<file path="src/rtl/game_pkg.sv">
// Shared constants, glyphs and converter state type for the reaction-game display path.
package game_pkg;

    // Game phase encodings carried on `select`
    localparam logic [1:0] SEL_MODE  = 2'd0;
    localparam logic [1:0] SEL_RAND  = 2'd1;
    localparam logic [1:0] SEL_COUNT = 2'd2;
    localparam logic [1:0] SEL_SCORE = 2'd3;

    // Difficulty encodings carried on `mode`
    localparam logic [1:0] MODE_EASY = 2'd0;
    localparam logic [1:0] MODE_REG  = 2'd1;
    localparam logic [1:0] MODE_HARD = 2'd2;

    // Active-low segment patterns, bit order g..a
    localparam logic [6:0] G_0     = 7'b1000000;
    localparam logic [6:0] G_1     = 7'b1111001;
    localparam logic [6:0] G_2     = 7'b0100100;
    localparam logic [6:0] G_3     = 7'b0110000;
    localparam logic [6:0] G_4     = 7'b0011001;
    localparam logic [6:0] G_5     = 7'b0010010;
    localparam logic [6:0] G_6     = 7'b0000010;
    localparam logic [6:0] G_7     = 7'b1111000;
    localparam logic [6:0] G_8     = 7'b0000000;
    localparam logic [6:0] G_9     = 7'b0010000;
    localparam logic [6:0] G_DASH  = 7'b0111111;
    localparam logic [6:0] G_BLANK = 7'b1111111;
    localparam logic [6:0] G_E     = 7'b0000110;
    localparam logic [6:0] G_R     = 7'b0101111;
    localparam logic [6:0] G_H     = 7'b0001001;

    // Sequential double-dabble converter states
    typedef enum logic [1:0] {
        S_LOAD  = 2'd0,
        S_SHIFT = 2'd1,
        S_DONE  = 2'd2
    } conv_state_t;

    // Decimal digit to segment pattern; non-decimal nibbles show a dash
    function automatic logic [6:0] digit_glyph(input logic [3:0] d);
        case (d)
            4'd0:    return G_0;
            4'd1:    return G_1;
            4'd2:    return G_2;
            4'd3:    return G_3;
            4'd4:    return G_4;
            4'd5:    return G_5;
            4'd6:    return G_6;
            4'd7:    return G_7;
            4'd8:    return G_8;
            4'd9:    return G_9;
            default: return G_DASH;
        endcase
    endfunction

endpackage

</file>
<file path="src/rtl/bin2bcd_seq.sv">
// Iterative 14-bit binary to 4-digit BCD converter, one result every 16 cycles.
module bin2bcd_seq
    import game_pkg::*;
(
    input  logic        clk,
    input  logic        rst,
    input  logic [13:0] bin,
    output logic [15:0] bcd,
    output logic        ovf,
    output logic        valid
);

    conv_state_t state, state_nx;
    logic [13:0] snap;
    logic [13:0] sh;
    logic [15:0] acc;
    logic [15:0] acc_adj;
    logic [3:0]  iter;

    // State register
    always_ff @(posedge clk) begin
        if (rst) state <= S_LOAD;
        else     state <= state_nx;
    end

    // Next-state logic: LOAD -> 14x SHIFT -> DONE -> LOAD
    always_comb begin
        state_nx = state;
        case (state)
            S_LOAD:  state_nx = S_SHIFT;
            S_SHIFT: if (iter == 4'd13) state_nx = S_DONE;
            S_DONE:  state_nx = S_LOAD;
            default: state_nx = S_LOAD;
        endcase
    end

    // Add-3 correction on every BCD nibble that is 5 or more
    always_comb begin
        acc_adj = acc;
        for (int unsigned i = 0; i < 4; i++) begin
            if (acc[4*i +: 4] >= 4'd5) acc_adj[4*i +: 4] = acc[4*i +: 4] + 4'd3;
        end
    end

    // Converter datapath and result registers
    always_ff @(posedge clk) begin
        if (rst) begin
            snap  <= '0;
            sh    <= '0;
            acc   <= '0;
            iter  <= '0;
            bcd   <= '0;
            ovf   <= 1'b0;
            valid <= 1'b0;
        end else begin
            valid <= 1'b0;
            case (state)
                S_LOAD: begin
                    snap <= bin;
                    sh   <= bin;
                    acc  <= '0;
                    iter <= '0;
                end
                S_SHIFT: begin
                    {acc, sh} <= {acc_adj, sh} << 1;
                    iter      <= iter + 4'd1;
                end
                S_DONE: begin
                    bcd   <= acc;
                    ovf   <= (snap > 14'd9999);
                    valid <= 1'b1;
                end
                default: ;
            endcase
        end
    end

endmodule

</file>
<file path="src/rtl/seg_display.sv">
// Basys3 4-digit multiplexed seven-segment driver for the reaction game.
module seg_display
    import game_pkg::*;
#(
    parameter int unsigned REFRESH_DIV = 100000,
    parameter bit          BLANK_LZ    = 1'b1
)(
    input  logic        clk,
    input  logic        rst,
    input  logic [1:0]  select,
    input  logic [1:0]  mode,
    input  logic [13:0] number,
    output logic [6:0]  seg,
    output logic [3:0]  an,
    output logic        dp,
    output logic        bcd_valid
);

    localparam int unsigned CW = $clog2(REFRESH_DIV);

    logic [CW-1:0] refresh_cnt;
    logic [1:0]    idx;
    logic [15:0]   bcd;
    logic          ovf;
    logic [3:0]    digit;
    logic          lead_zero;
    logic [6:0]    glyph;

    bin2bcd_seq u_conv (
        .clk   (clk),
        .rst   (rst),
        .bin   (number),
        .bcd   (bcd),
        .ovf   (ovf),
        .valid (bcd_valid)
    );

    // Refresh counter; digit index advances on each wrap
    always_ff @(posedge clk) begin
        if (rst) begin
            refresh_cnt <= '0;
            idx         <= '0;
        end else if (refresh_cnt == CW'(REFRESH_DIV - 1)) begin
            refresh_cnt <= '0;
            idx         <= idx + 2'd1;
        end else begin
            refresh_cnt <= refresh_cnt + 1'b1;
        end
    end

    // Glyph selection for the current digit index
    always_comb begin
        digit     = bcd[{idx, 2'b00} +: 4];
        lead_zero = 1'b0;
        case (idx)
            2'd1:    lead_zero = (bcd[15:4]  == '0);
            2'd2:    lead_zero = (bcd[15:8]  == '0);
            2'd3:    lead_zero = (bcd[15:12] == '0);
            default: lead_zero = 1'b0;
        endcase
        glyph = digit_glyph(digit);
        if (select == SEL_MODE) begin
            glyph = G_BLANK;
            if (idx == 2'd0) begin
                case (mode)
                    MODE_EASY: glyph = G_E;
                    MODE_REG:  glyph = G_R;
                    MODE_HARD: glyph = G_H;
                    default:   glyph = G_DASH;
                endcase
            end
        end else if (ovf) begin
            glyph = G_DASH;
        end else if (BLANK_LZ && lead_zero) begin
            glyph = G_BLANK;
        end
    end

    // Registered display outputs
    always_ff @(posedge clk) begin
        if (rst) begin
            seg <= '1;
            an  <= '1;
            dp  <= 1'b1;
        end else begin
            seg <= glyph;
            an  <= ~(4'b0001 << idx);
            dp  <= ~((select == SEL_SCORE) && (idx == 2'd0));
        end
    end

endmodule

</file>
<file path="config.mk">
export PLATFORM = sky130hd
export DESIGN_NAME = seg_display
export DESIGN_NICKNAME = d
export VERILOG_FILES = /design/src/rtl/game_pkg.sv /design/src/rtl/bin2bcd_seq.sv /design/src/rtl/seg_display.sv
export SDC_FILE = /design/constraint.sdc
export NUM_CORES = 1
export LEC_CHECK = 0
export BUFFER_PORTS_ARGS = -buffer_cell sky130_fd_sc_hd__buf_2
export CORE_UTILIZATION = 64
export CTS_CLUSTER_DIAMETER = 150
export DETAILED_ROUTE_END_ITERATION = 8
export PLACE_DENSITY = 0.92
export SLEW_MARGIN = 5
export SYNTH_ARGS = -nofsm -noshare
export SYNTH_HDL_FRONTEND = slang
export SYNTH_SLANG_ARGS = --single-unit
</file>
<file path="constraint.sdc">
create_clock -name clk -period 6.4 [get_ports clk]
set_input_delay 0.64 -clock clk [delete_from_list [all_inputs] [get_ports clk]]
set_output_delay 0.64 -clock clk [all_outputs]
set_load 0.02 [all_outputs]
</file>
# Word-level counts from Yosys, hierarchy flattened
# Memory sizes are Yosys's and may differ from the RTL's.
# Cells that the tools add are included.
# classes
addsub	7
order_cmp	5
n_eq_ne	11
shifts	2
n_mux	16
n_bitwise	2
n_reduce_logical	10
# op_table
cell	count
case mux 16 bit (2 select lines)	1
2-to-1 mux 7 bit	4
case mux 14 bit (2 select lines)	1
case mux 6 bit (3 select lines)	1
adder 17 x 1 -> 17 bit, second input constant	1
== test 17 bit, second input constant	1
greater-or-equal comparator 4 x 3 -> 1 bit, second input constant	4
variable part select 16 x 5 -> 4 bit	1
greater-than comparator 14 bit, second input constant	1
adder 4 x 2 -> 4 bit, second input constant	3
logical NOT 12 bit	1
2-to-1 mux 4 bit	3
== test 2 bit, second input constant	5
logical NOT 2 bit	4
logical NOT 8 bit	1
case mux 4 bit (2 select lines)	1
== test 2 x 1 -> 1 bit, second input constant	3
adder 4 x 1 -> 4 bit, second input constant	1
== test 4 bit, second input constant	1
logical NOT 4 bit	1
inverter 4 bit	1
case mux 2 bit (2 select lines)	1
<< shifter 1 x 2 -> 4 bit, first input constant	1
adder 3 x 2 -> 3 bit, second input constant	1
other kinds (10)	10
# word_totals
ff_bits	99
rom_bits	112
output_inout_bits	13
mem_count	1
# memory_table
name	words	width	read_ports	rd_clocked_by_memory_dff	wr	line	source
(name not given)	16	7	1	0	0	game_pkg.sv:41	case (d)

# Depth between registers and ports, before layout
# Gate-level depths: netlist of the first run.
# depth
depth_word	5
ltp_mapped	8
ltp_nobuf	7

# Modules after synthesis
# Synthesis of the first run repeated with hierarchy kept, for this count alone.
# hier_totals
cells_unflattened	509
hier_area_um2	4556.9
# modules_own_cells
module	instances	cells_each	area_each_um2	seq_area_each_um2
bin2bcd_seq	1	335	2895.3	1281.2
seg_display	1	174	1661.6	620.6

# Least setup slack after synthesis of the first run
# No wires, ideal clock.
# synth_timing
path_kind	flip-flop to flip-flop
start	reg idx[0]
end	reg seg[4]
setup_ns	0.135
t_arrival_ns	1.872
setup_slack_ns	4.392
stages_incl_launch_ff	9
path_buffers	1
synth_period_minus_slack_ns	2.008
path_cell_list	dfxtp_1 -> buf_6 -> mux4_1 -> inv_1 -> ha_1 -> inv_1 -> mux2_4 -> o211ai_1 -> o211ai_1
# synth_between
elab_chain_len	5
elab_cells_between_ends	11
# synth_rtl
item	line	source
start: declaration	seg_display.sv:22	logic [1:0] idx;
start signal: assignment	seg_display.sv:45	idx <= idx + 2'd1;
variable part select 16 x 5 -> 4 bit, or another cell as far along	seg_display.sv:53	digit = bcd[{idx, 2'b00} +: 4];
memory (16 x 7 bit) or case mux 1 bit (3 select lines) (tied branches)	-	
2-to-1 mux 7 bit	seg_display.sv:74	end else if (BLANK_LZ && lead_zero) begin
2-to-1 mux 7 bit	seg_display.sv:72	end else if (ovf) begin
2-to-1 mux 7 bit *	seg_display.sv:62	if (select == SEL_MODE) begin
end signal: assignment	seg_display.sv:86	seg <= glyph;
end: declaration	seg_display.sv:13	output logic [6:0] seg,
# Every way passes the cells marked *; elsewhere a longest branch is shown, timed or not.
# A chain may end at the register's enable or synchronous reset.

# Final worst setup path of the first run
# layout_timing
start	reg u_conv.state[0]
end	reg u_conv.acc[3]
# layout_between
elab_chain_len	2
elab_cells_between_ends	4
# layout_rtl
item	line	source
start: declaration	bin2bcd_seq.sv:13	conv_state_t state, state_nx;
start signal: assignment	bin2bcd_seq.sv:23	else state <= state_nx;
== test 2 x 1 -> 1 bit or logical NOT 2 bit (tied branches)	bin2bcd_seq.sv:57	case (state)
case mux 16 bit (2 select lines) or nonzero test 2 bit (tied branches)	-	
end signal: assignment	bin2bcd_seq.sv:65	{acc, sh} <= {acc_adj, sh} << 1;
end: declaration	bin2bcd_seq.sv:16	logic [15:0] acc;
# Parallel ways exist; a longest one is shown, timed or not.

==> results.json, run 1 <==
{
  "syn_area_per_cell_um2": 8.81,
  "fmax_ghz": 0.417,
  "failed_checks": "DRC",
  "place_inst": 576,
  "fin_tns_setup_ns": 0,
  "fin_crit_sh_pct": 37.5,
  "grt_max_degree": 55,
  "track_usage_pct": 24.9,
  "synth_warnings": 0,
  "postCtsHoldBufs": 0,
  "hold_viol": 0,
  "leakage_nw": 1.82,
  "dp.final_hpwl_um": 5720,
  "synthFlopType": "dfxtp_1",
  "grt_use_met3_pct": 5.93,
  "hold_slack_ns": 0.457,
  "synth_area_leaders": "dfxtp_1, a21oi_1, ha_1",
  "clk-insertion-delay-late_ns": 0.36,
  "power_density_nw_per_um2": 230,
  "grt_pass1_wl_um": 14500,
  "clkSlewWorstSetupHoldPaths_ns": 0.09,
  "stdcell_area_um2": 4670,
  "first_pass_iters": 7,
  "cap_violations": 0,
  "n_antenna_cell": 0,
  "gp_congestion": 0.806,
  "syn_inst": 489,
  "slew_headroom_pct": 22.8,
  "r2r_end": "u_conv.acc[3]$_SDFFE_PP0P_",
  "cts_buffer_depth": 2,
  "vdd_drop_max_mv": 0.200,
  "critPathCaptureType": "flip-flop",
  "holdPathStages": 2,
  "tightest_slew_ns": 1.15,
  "power_mw": 1.08,
  "syn2layout_area_growth_pct": 8.45,
  "layout.cells.non_filler": 592,
  "fin_skew_ns": 0.00934,
  "drt_iter0_markers": 159,
  "yosysSeqAreaShare_pct": 44.1,
  "num_vias": 3466,
  "clock_sinks": 95,
  "critical_path.max_fanout": 20,
  "hp-start": "u_conv.snap[13]$_SDFFE_PP0P_",
  "synth_async_sr_flop_share_pct": 0,
  "htree_num_levels": 3,
  "die_area_um2": 7070,
  "critPathLaunchType": "flip-flop",
  "wirelength_um": 8370,
  "ys_types": 57,
  "drive_above_1_share_pct": 12.2,
  "syn-num-nets": 530,
  "ant_nets": 0,
  "final_common_cell": "dfxtp_1",
  "cp.arrival_ns": 2.70,
  "final_util_pct": 72.8,
  "gr-total-overflow": 0,
  "grt.busiest_layer": "met2",
  "critPathRequiredTime_ns": 6.70,
  "final_cell_mix": "dfxtp_1, nand2_1, a21oi_1",
  "r2r_cells": 3,
  "initial_utilization_pct": 67.1,
  "dpl_cell_area_um2": 4470,
  "syn_area_um2": 4310,
  "grt_use_met1_pct": 29.1,
  "pin_count": 33,
  "drc": 10,
  "r2r_slack_ns": 4.00,
  "core_area_um2": 6420,
  "cts_buffers": 9,
  "grt_pass1_vias": 3374,
  "synth_largest_area_cell": "dfxtp_1",
  "cts_tree": "done",
  "use_met2_pct": 45.4,
  "path_class": "reg -> reg",
  "pre_cts_slack_ns": 3.83,
  "ys_seq_elements": 95,
  "setup_slack_ns": 4.00,
  "die_y_um": 84.1,
  "cts-root-buf": "clkbuf_8",
  "port_buffers": 32,
  "nFillCells": 465,
  "post-cts-setup-buffers": 0,
  "status": "finished, violations left",
  "final_max_slew_viol_count": 0,
  "synth_top_area_share_pct": 44.1,
  "fin_nets": 551,
  "r2r_start": "u_conv.state[0]$_SDFFE_PP0P_",
  "fin_crit_ns": 2.40,
  "min_path_type": "reg -> reg",
  "antenna_found_initial": 0,
  "wl_per_cell_um": 14.1,
  "setup_viol_count_final": 0,
  "die_w_um": 84.1,
  "cts_resized": 0,
  "rows": 29,
  "rsz0062_at_grt": "no",
  "synth_edf_count": 0,
  "vias_per_cell": 5.85,
  "hold_path_end": "u_conv.snap[13]$_SDFFE_PP0P_"
}
worst max-delay path by stage:
stage,start,endpoint,cells after the start
6_report,u_conv.state[0]$_SDFFE_PP0P_,u_conv.acc[3]$_SDFFE_PP0P_,3
4_1_cts,u_conv.state[0]$_SDFFE_PP0P_,u_conv.acc[3]$_SDFFE_PP0P_,3
2_1_floorplan,idx[0]$_SDFFE_PP0P_,seg[4]$_SDFF_PP1_,8
5_1_grt,u_conv.state[0]$_SDFFE_PP0P_,u_conv.acc[11]$_SDFFE_PP0P_,3
3_5_place_dp,rst,refresh_cnt[12]$_SDFF_PP0_,5
3_3_place_gp,rst,u_conv.acc[15]$_SDFFE_PP0P_,6
sequential cells by signal (all words and copies together), names as in the netlist:
| signal | cells |
|---|---|
| u_conv.valid | 1 |
| refresh_cnt | 17 |
| u_conv.snap | 10 |
| dp | 1 |
| u_conv.sh | 14 |
| seg | 7 |
| u_conv.iter | 4 |
| u_conv.bcd | 16 |
| u_conv.ovf | 1 |
| an | 4 |
| idx | 2 |
| u_conv.state | 2 |
| u_conv.acc | 16 |
kinds of logic after synthesis:
kind of cell | share of synthesized area, %
AO/OA/AOI/OAI | 15.4
adder cells (fa/ha/maj) | 6.10
buffers and inverters | 4.53
AND/OR/NAND/NOR | 18.2
multiplexers | 7.81
flip-flops | 44.1
XOR/XNOR | 3.86
worst max-delay path: stages (launching register included):
cell and delay (ns):
dfxtp_1 0.94, inv_1 0.25, nor3_1 0.88, a32o_1 0.28
cell usage after synthesis, drive strengths merged (2+ instances only):
cell	count
a22o	4
xnor2	9
nand2b	5
nand4	6
a32o	4
o21a	3
o211ai	4
o32ai	3
and3	2
nor2	54
mux2i	19
nor3	9
nand2	69
a31oi	2
nor2b	2
clkbuf	14
o31ai	6
nor4	4
mux2	4
buf	10
o21ai	12
mux4	4
a21oi	56
or2	2
nand3	7
or4	2
o22ai	5
dfxtp	95
or3	5
ha	21
inv	21
xor2	10
area by class of cell:
cell class | count | area (um2) | area share (%)
clock buffer | 10 | 138 | 2.95
clock inverter | 6 | 67.6 | 1.45
inverter | 22 | 82.6 | 1.77
multi-input combinational | 348 | 2210 | 47.3
sequential | 95 | 1900 | 40.7
tap | 77 | 96.3 | 2.06
timing repair buffer | 34 | 175 | 3.75
where the power goes:
part / switching (mW) / internal, mW / total (mW) / leakage, nW
Clock: 0.206 / 0.192 / 0.399 / 0.0989
Combinational: 0.0379 / 0.0242 / 0.0621 / 0.949
Sequential: 0.00962 / 0.606 / 0.615 / 0.774
Total: 0.254 / 0.822 / 1.08 / 1.82
routing by layer:
metal / routed length (um) / part of all wire [%]
met5: 0 / 0
met4: 104 / 1.2
met3: 321 / 3.8
met2: 4150 / 50
met1: 3790 / 45
Note: power is estimated with default switching activity, not from simulation.
==> inputs of run 2 (changes only) <==
Settings changed: CORE_UTILIZATION 64 to 54, PLACE_DENSITY 0.92 to 0.84.
Clock period 6.4 ns to 2.1 ns, I/O delays scaled along.
==> results.json, run 2 (synthesized netlist as in run 1, its figures left out) <==
{
  "drc": 0,
  "power_mw": 3.14,
  "critPathTopFamily": "multiplexers",
  "rows": 32,
  "fin_crit_ns": 1.99,
  "path_class": "reg -> reg",
  "critical_path.max_fanout": 8,
  "cts_buffers": 9,
  "fin_tns_setup_ns": 0,
  "dp.final_hpwl_um": 5940,
  "wl_per_cell_um": 13.5,
  "htree_num_levels": 3,
  "largest_reg_flops": 17,
  "critPathRequiredTime_ns": 2.35,
  "crit_slowest_cell": "mux4_2",
  "antenna_found_initial": 0,
  "pin_count": 33,
  "port_buffers": 32,
  "reg_top3": "refresh_cnt: 17 flops, u_conv.acc: 16 flops, u_conv.bcd: 16 flops",
  "num_vias": 3481,
  "core_area_um2": 7730,
  "tightest_slew_ns": 0.948,
  "drt_iter0_markers": 200,
  "die_area_um2": 8340,
  "n_antenna_cell": 0,
  "final_max_slew_viol_count": 0,
  "setup_viol_count_final": 0,
  "clock_sinks": 95,
  "multi_input_area_um2": 2210,
  "fmax_ghz": 0.502,
  "clk-insertion-delay-late_ns": 0.36,
  "die_w_um": 91.3,
  "hold_viol": 0,
  "vdd_drop_max_mv": 0.388,
  "rsz0062_at_grt": "no",
  "fin_crit_sh_pct": 94.9,
  "grt_pass1_wl_um": 14600,
  "status": "completed",
  "gp_congestion": 0.860,
  "cp_num_buf_inv": 2,
  "final-seq-area_um2": 1900,
  "die_y_um": 91.3,
  "initial_utilization_pct": 55.8,
  "clkSlewWorstSetupHoldPaths_ns": 0.09,
  "fin_nets": 555,
  "cp_num_cells": 7,
  "cts_tree": "done",
  "cts-root-buf": "clkbuf_8",
  "grt_pass1_vias": 3278,
  "wirelength_um": 8390,
  "crit_path_cell_trace": "buf_4 > mux4_2 > ha_1 > inv_1 > mux2_4 > a2bb2oi_1 > o221ai_2",
  "drive_above_1_share_pct": 12.7,
  "cts_buffer_depth": 2,
  "regMostFlops": "refresh_cnt",
  "critPathCaptureType": "flip-flop",
  "first_pass_iters": 5,
  "ant_nets": 0,
  "cp_slowest_stage_delay_ns": 0.58,
  "final_common_cell": "dfxtp_1",
  "min_path_type": "in -> reg",
  "gr-total-overflow": 0,
  "track_usage_pct": 21.9,
  "slew_headroom_pct": 36.3,
  "postCtsHoldBufs": 0,
  "nFillCells": 654,
  "power_density_nw_per_um2": 669,
  "cp.arrival_ns": 2.24,
  "grt_max_degree": 50,
  "syn2layout_area_growth_pct": 9.03,
  "critPathLaunchType": "flip-flop",
  "holdPathStages": 2,
  "final_cell_mix": "dfxtp_1, nand2_1, a21oi_1",
  "cap_violations": 0,
  "vias_per_cell": 5.61,
  "leakage_nw": 1.82,
  "fin_skew_ns": 0.00858,
  "r2r_cells": 7
}
## run 2: cell count changes in the layout (fill, tap and decap cells not counted), sizes merged
cell	previous run	this run
buf	34	38
clkbuf	10	11
clkinv	3	2
inv	22	23
bufinv	1	0
## run 2: per-stage QoR
stage / worst slack [ns] / cells / util (%) / area (um2) / hold slack, ns
after floorplan: 0.0922 / 489 / - / 4310 / 0.298
after global placement: 0.194 / 605 / 58.6 / 4530 / 0.431
after detailed placement: 0.137 / 605 / 58.6 / 4530 / 0.434
after CTS: 0.131 / 621 / 60.8 / 4700 / 0.0501
after global routing: 0.0222 / 621 / 60.8 / 4700 / 0.0595
final: 0.106 / 621 / 60.8 / 4700 / 0.0658
## run 2: worst reg2reg max path: stages, from the launching register on
cell and delay, ns:
dfxtp_1 0.36, buf_4 0.18, mux4_2 0.58, ha_1 0.24, inv_1 0.09, mux2_4 0.15, a2bb2oi_1 0.18, o221ai_2 0.10
## run 2: path summary, 6_finish.rpt
path	startpoint	end	slack [ns]
max	idx[0]$_SDFFE_PP0P_	seg[6]$_SDFF_PP1_	0.11
min	select[1]	dp$_SDFF_PP1_	0.07
max reg2reg	idx[0]$_SDFFE_PP0P_	seg[6]$_SDFF_PP1_	0.11
min reg2reg	refresh_cnt[0]$_SDFF_PP0_	refresh_cnt[0]$_SDFF_PP0_	0.46
## run 2: power by group
part	switching (mW)	total (mW)	internal, mW
logic	0.121	0.196	0.0754
clock network	0.634	1.08	0.442
registers	0.0230	1.87	1.85
total	0.778	3.14	2.36
## run 2: per-layer routing
metal	vias to the layer above	wire [um]	GRT usage (%)
met1	1637	3810	27.0
met2	82	4010	35.9
met5	-	0	0
li1	1745	-	-
met3	17	376	4.61
met4	0	195	11.2
## run 2: final cells by class
class	count	area share (%)
clock buffer	11	2.80
clock inverter	5	0.879
inverter	22	1.76
multi-input combinational	348	47.0
sequential	95	40.5
tap	102	2.72
timing repair buffer	38	4.37
## run 2: what timing repair did
item	in CTS	in global routing
gates resized for setup	0	1
endpoints found under the setup margin	0	1
buffers inserted	0	0
==> inputs of run 3 (changes only) <==
==> constraint.sdc (replaced) <==
create_clock -name clk -period 2.1 [get_ports clk]
set_input_delay 0 -clock clk [delete_from_list [all_inputs] [get_ports clk]]
set_output_delay 0 -clock clk [all_outputs]
set_load 0.02 [all_outputs]
==> results.json, run 3 (synthesized netlist as in run 1, its figures left out) <==
{
  "rows": 32,
  "port_buffers": 32,
  "drt_iter0_markers": 172,
  "fmax_ghz": 0.501,
  "num_vias": 3561,
  "status": "finished, violations left",
  "hold_slack_ns": -0.0138,
  "cts-root-buf": "clkbuf_8",
  "track_usage_pct": 23.2,
  "critPathTopFamily": "compound AO/OA/AOI/OAI gates",
  "power_density_nw_per_um2": 695,
  "wl_per_cell_um": 14.1,
  "multi_input_area_um2": 2210,
  "setup_viol_count_final": 0,
  "cap_violations": 0,
  "setup_slack_ns": 0.104,
  "final_max_slew_viol_count": 0,
  "path_class": "reg -> reg",
  "fin_crit_sh_pct": 95.0,
  "grt_pass1_vias": 3424,
  "cts_buffers": 9,
  "clock_sinks": 95,
  "drc": 0,
  "min_path_type": "in -> reg",
  "antenna_found_initial": 0,
  "fin_tns_setup_ns": 0,
  "dp.final_hpwl_um": 6160,
  "reg_top3": "refresh_cnt: 17 flops, u_conv.acc: 16 flops, u_conv.bcd: 16 flops",
  "vias_per_cell": 5.56,
  "critPathRequiredTime_ns": 2.34,
  "final_common_cell": "dfxtp_1",
  "cp_slowest_stage_delay_ns": 0.65,
  "crit_path_cell_trace": "buf_4 > mux4_2 > o21a_1 > a211oi_2 > o21ai_0",
  "clk-insertion-delay-late_ns": 0.37,
  "gp_congestion": 0.866,
  "grt_max_degree": 43,
  "cts_buffer_depth": 2,
  "largest_reg_flops": 17,
  "critPathLaunchType": "flip-flop",
  "pre_cts_slack_ns": 0.107,
  "fin_nets": 575,
  "cts_tree": "done",
  "power_mw": 3.43,
  "vdd_drop_max_mv": 0.385,
  "syn2layout_area_growth_pct": 14.7,
  "tightest_slew_ns": 0.839,
  "core_area_um2": 7730,
  "cp_num_buf_inv": 1,
  "wirelength_um": 9030,
  "crit_slowest_cell": "mux4_2",
  "gr-total-overflow": 0,
  "leakage_nw": 1.94,
  "final_cell_mix": "dfxtp_1, nand2_1, a21oi_1",
  "die_y_um": 91.3,
  "ant_nets": 0,
  "cp.arrival_ns": 2.24,
  "final-seq-area_um2": 1900,
  "fin_crit_ns": 2.00,
  "hold_viol": 1,
  "regMostFlops": "refresh_cnt",
  "critical_path.max_fanout": 10,
  "nFillCells": 631,
  "fin_skew_ns": 0.0104,
  "clkSlewWorstSetupHoldPaths_ns": 0.09,
  "drive_above_1_share_pct": 13.4,
  "rsz0062_at_grt": "no",
  "die_w_um": 91.3,
  "pin_count": 33,
  "slew_headroom_pct": 43.9,
  "initial_utilization_pct": 55.8,
  "htree_num_levels": 3,
  "critPathCaptureType": "flip-flop",
  "n_antenna_cell": 0,
  "die_area_um2": 8340,
  "failed_checks": "hold timing",
  "first_pass_iters": 4,
  "grt_pass1_wl_um": 15500
}
run 3: cell types whose count changed in the layout (fill, tap and decap cells not counted), sizes merged:
cell	delta
dlygate4sd3	+16
buf	+4
bufinv	+2
clkinvlp	-2
clkbuf	-1
clkinv	+1
run 3: worst paths after layout:
| kind | cells past startpoint | to | from | slack (ns) |
|---|---|---|---|---|
| max | 5 | seg[0]$_SDFF_PP1_ | idx[0]$_SDFFE_PP0P_ | 0.10 |
| min | 5 | u_conv.sh[3]$_SDFFE_PP0P_ | number[3] | -0.01 |
| max reg2reg | 5 | seg[0]$_SDFF_PP1_ | idx[0]$_SDFFE_PP0P_ | 0.10 |
| min reg2reg | 1 | refresh_cnt[0]$_SDFF_PP0_ | refresh_cnt[0]$_SDFF_PP0_ | 0.46 |
run 3: tightest hold or removal path, cell delays in order:
cell,delay [ns]
buf_2,0.07
mux2i_1,0.05
nor2_1,0.08
a21oi_1,0.05
nor2_1,0.07
run 3: metrics by stage:
| stage | instance area, um2 | cells | hold WS, ns | util, % |
|---|---|---|---|---|
| 6_report | 4940 | 641 | -0.0138 | 63.9 |
| 5_1_grt | 4940 | 641 | 0.0644 | 63.9 |
| 4_1_cts | 4930 | 640 | 0.00103 | 63.8 |
| 3_5_place_dp | 4550 | 608 | 0.228 | 58.9 |
| 3_3_place_gp | 4550 | 608 | 0.220 | 58.9 |
| 2_1_floorplan | 4310 | 489 | 0.0881 | - |
run 3: area by class of cell:
cell class,count,share of cell area (%)
well taps,102,2.58
inverters,22,1.67
clock inverters,6,1.85
clock buffers,10,2.58
multi-input cells,348,44.8
flip-flops and latches,95,38.5
repair buffers,58,8.00
run 3: power by group:
part	switching, mW	leakage (nW)	internal [mW]
combinational	0.130	1.05	0.0971
clock	0.655	0.111	0.680
sequential	0.0237	0.774	1.85
total	0.809	1.94	2.62
run 3: metal layers:
metal | vias to the layer above | GRT usage, % | part of all wire, %
li1 | 1777 | - | -
met1 | 1685 | 27.6 | 45
met2 | 75 | 40.1 | 49
met3 | 24 | 3.43 | 3.1
met4 | 0 | 12.7 | 2.7
met5 | - | 0 | 0
run 3: what timing repair did:
item,4_1_cts,5_1_grt
endpoints found under the setup margin,0,2
resized for setup,0,2
endpoints found under the hold margin,21,0
hold buffers,16,0
buffers inserted,0,1
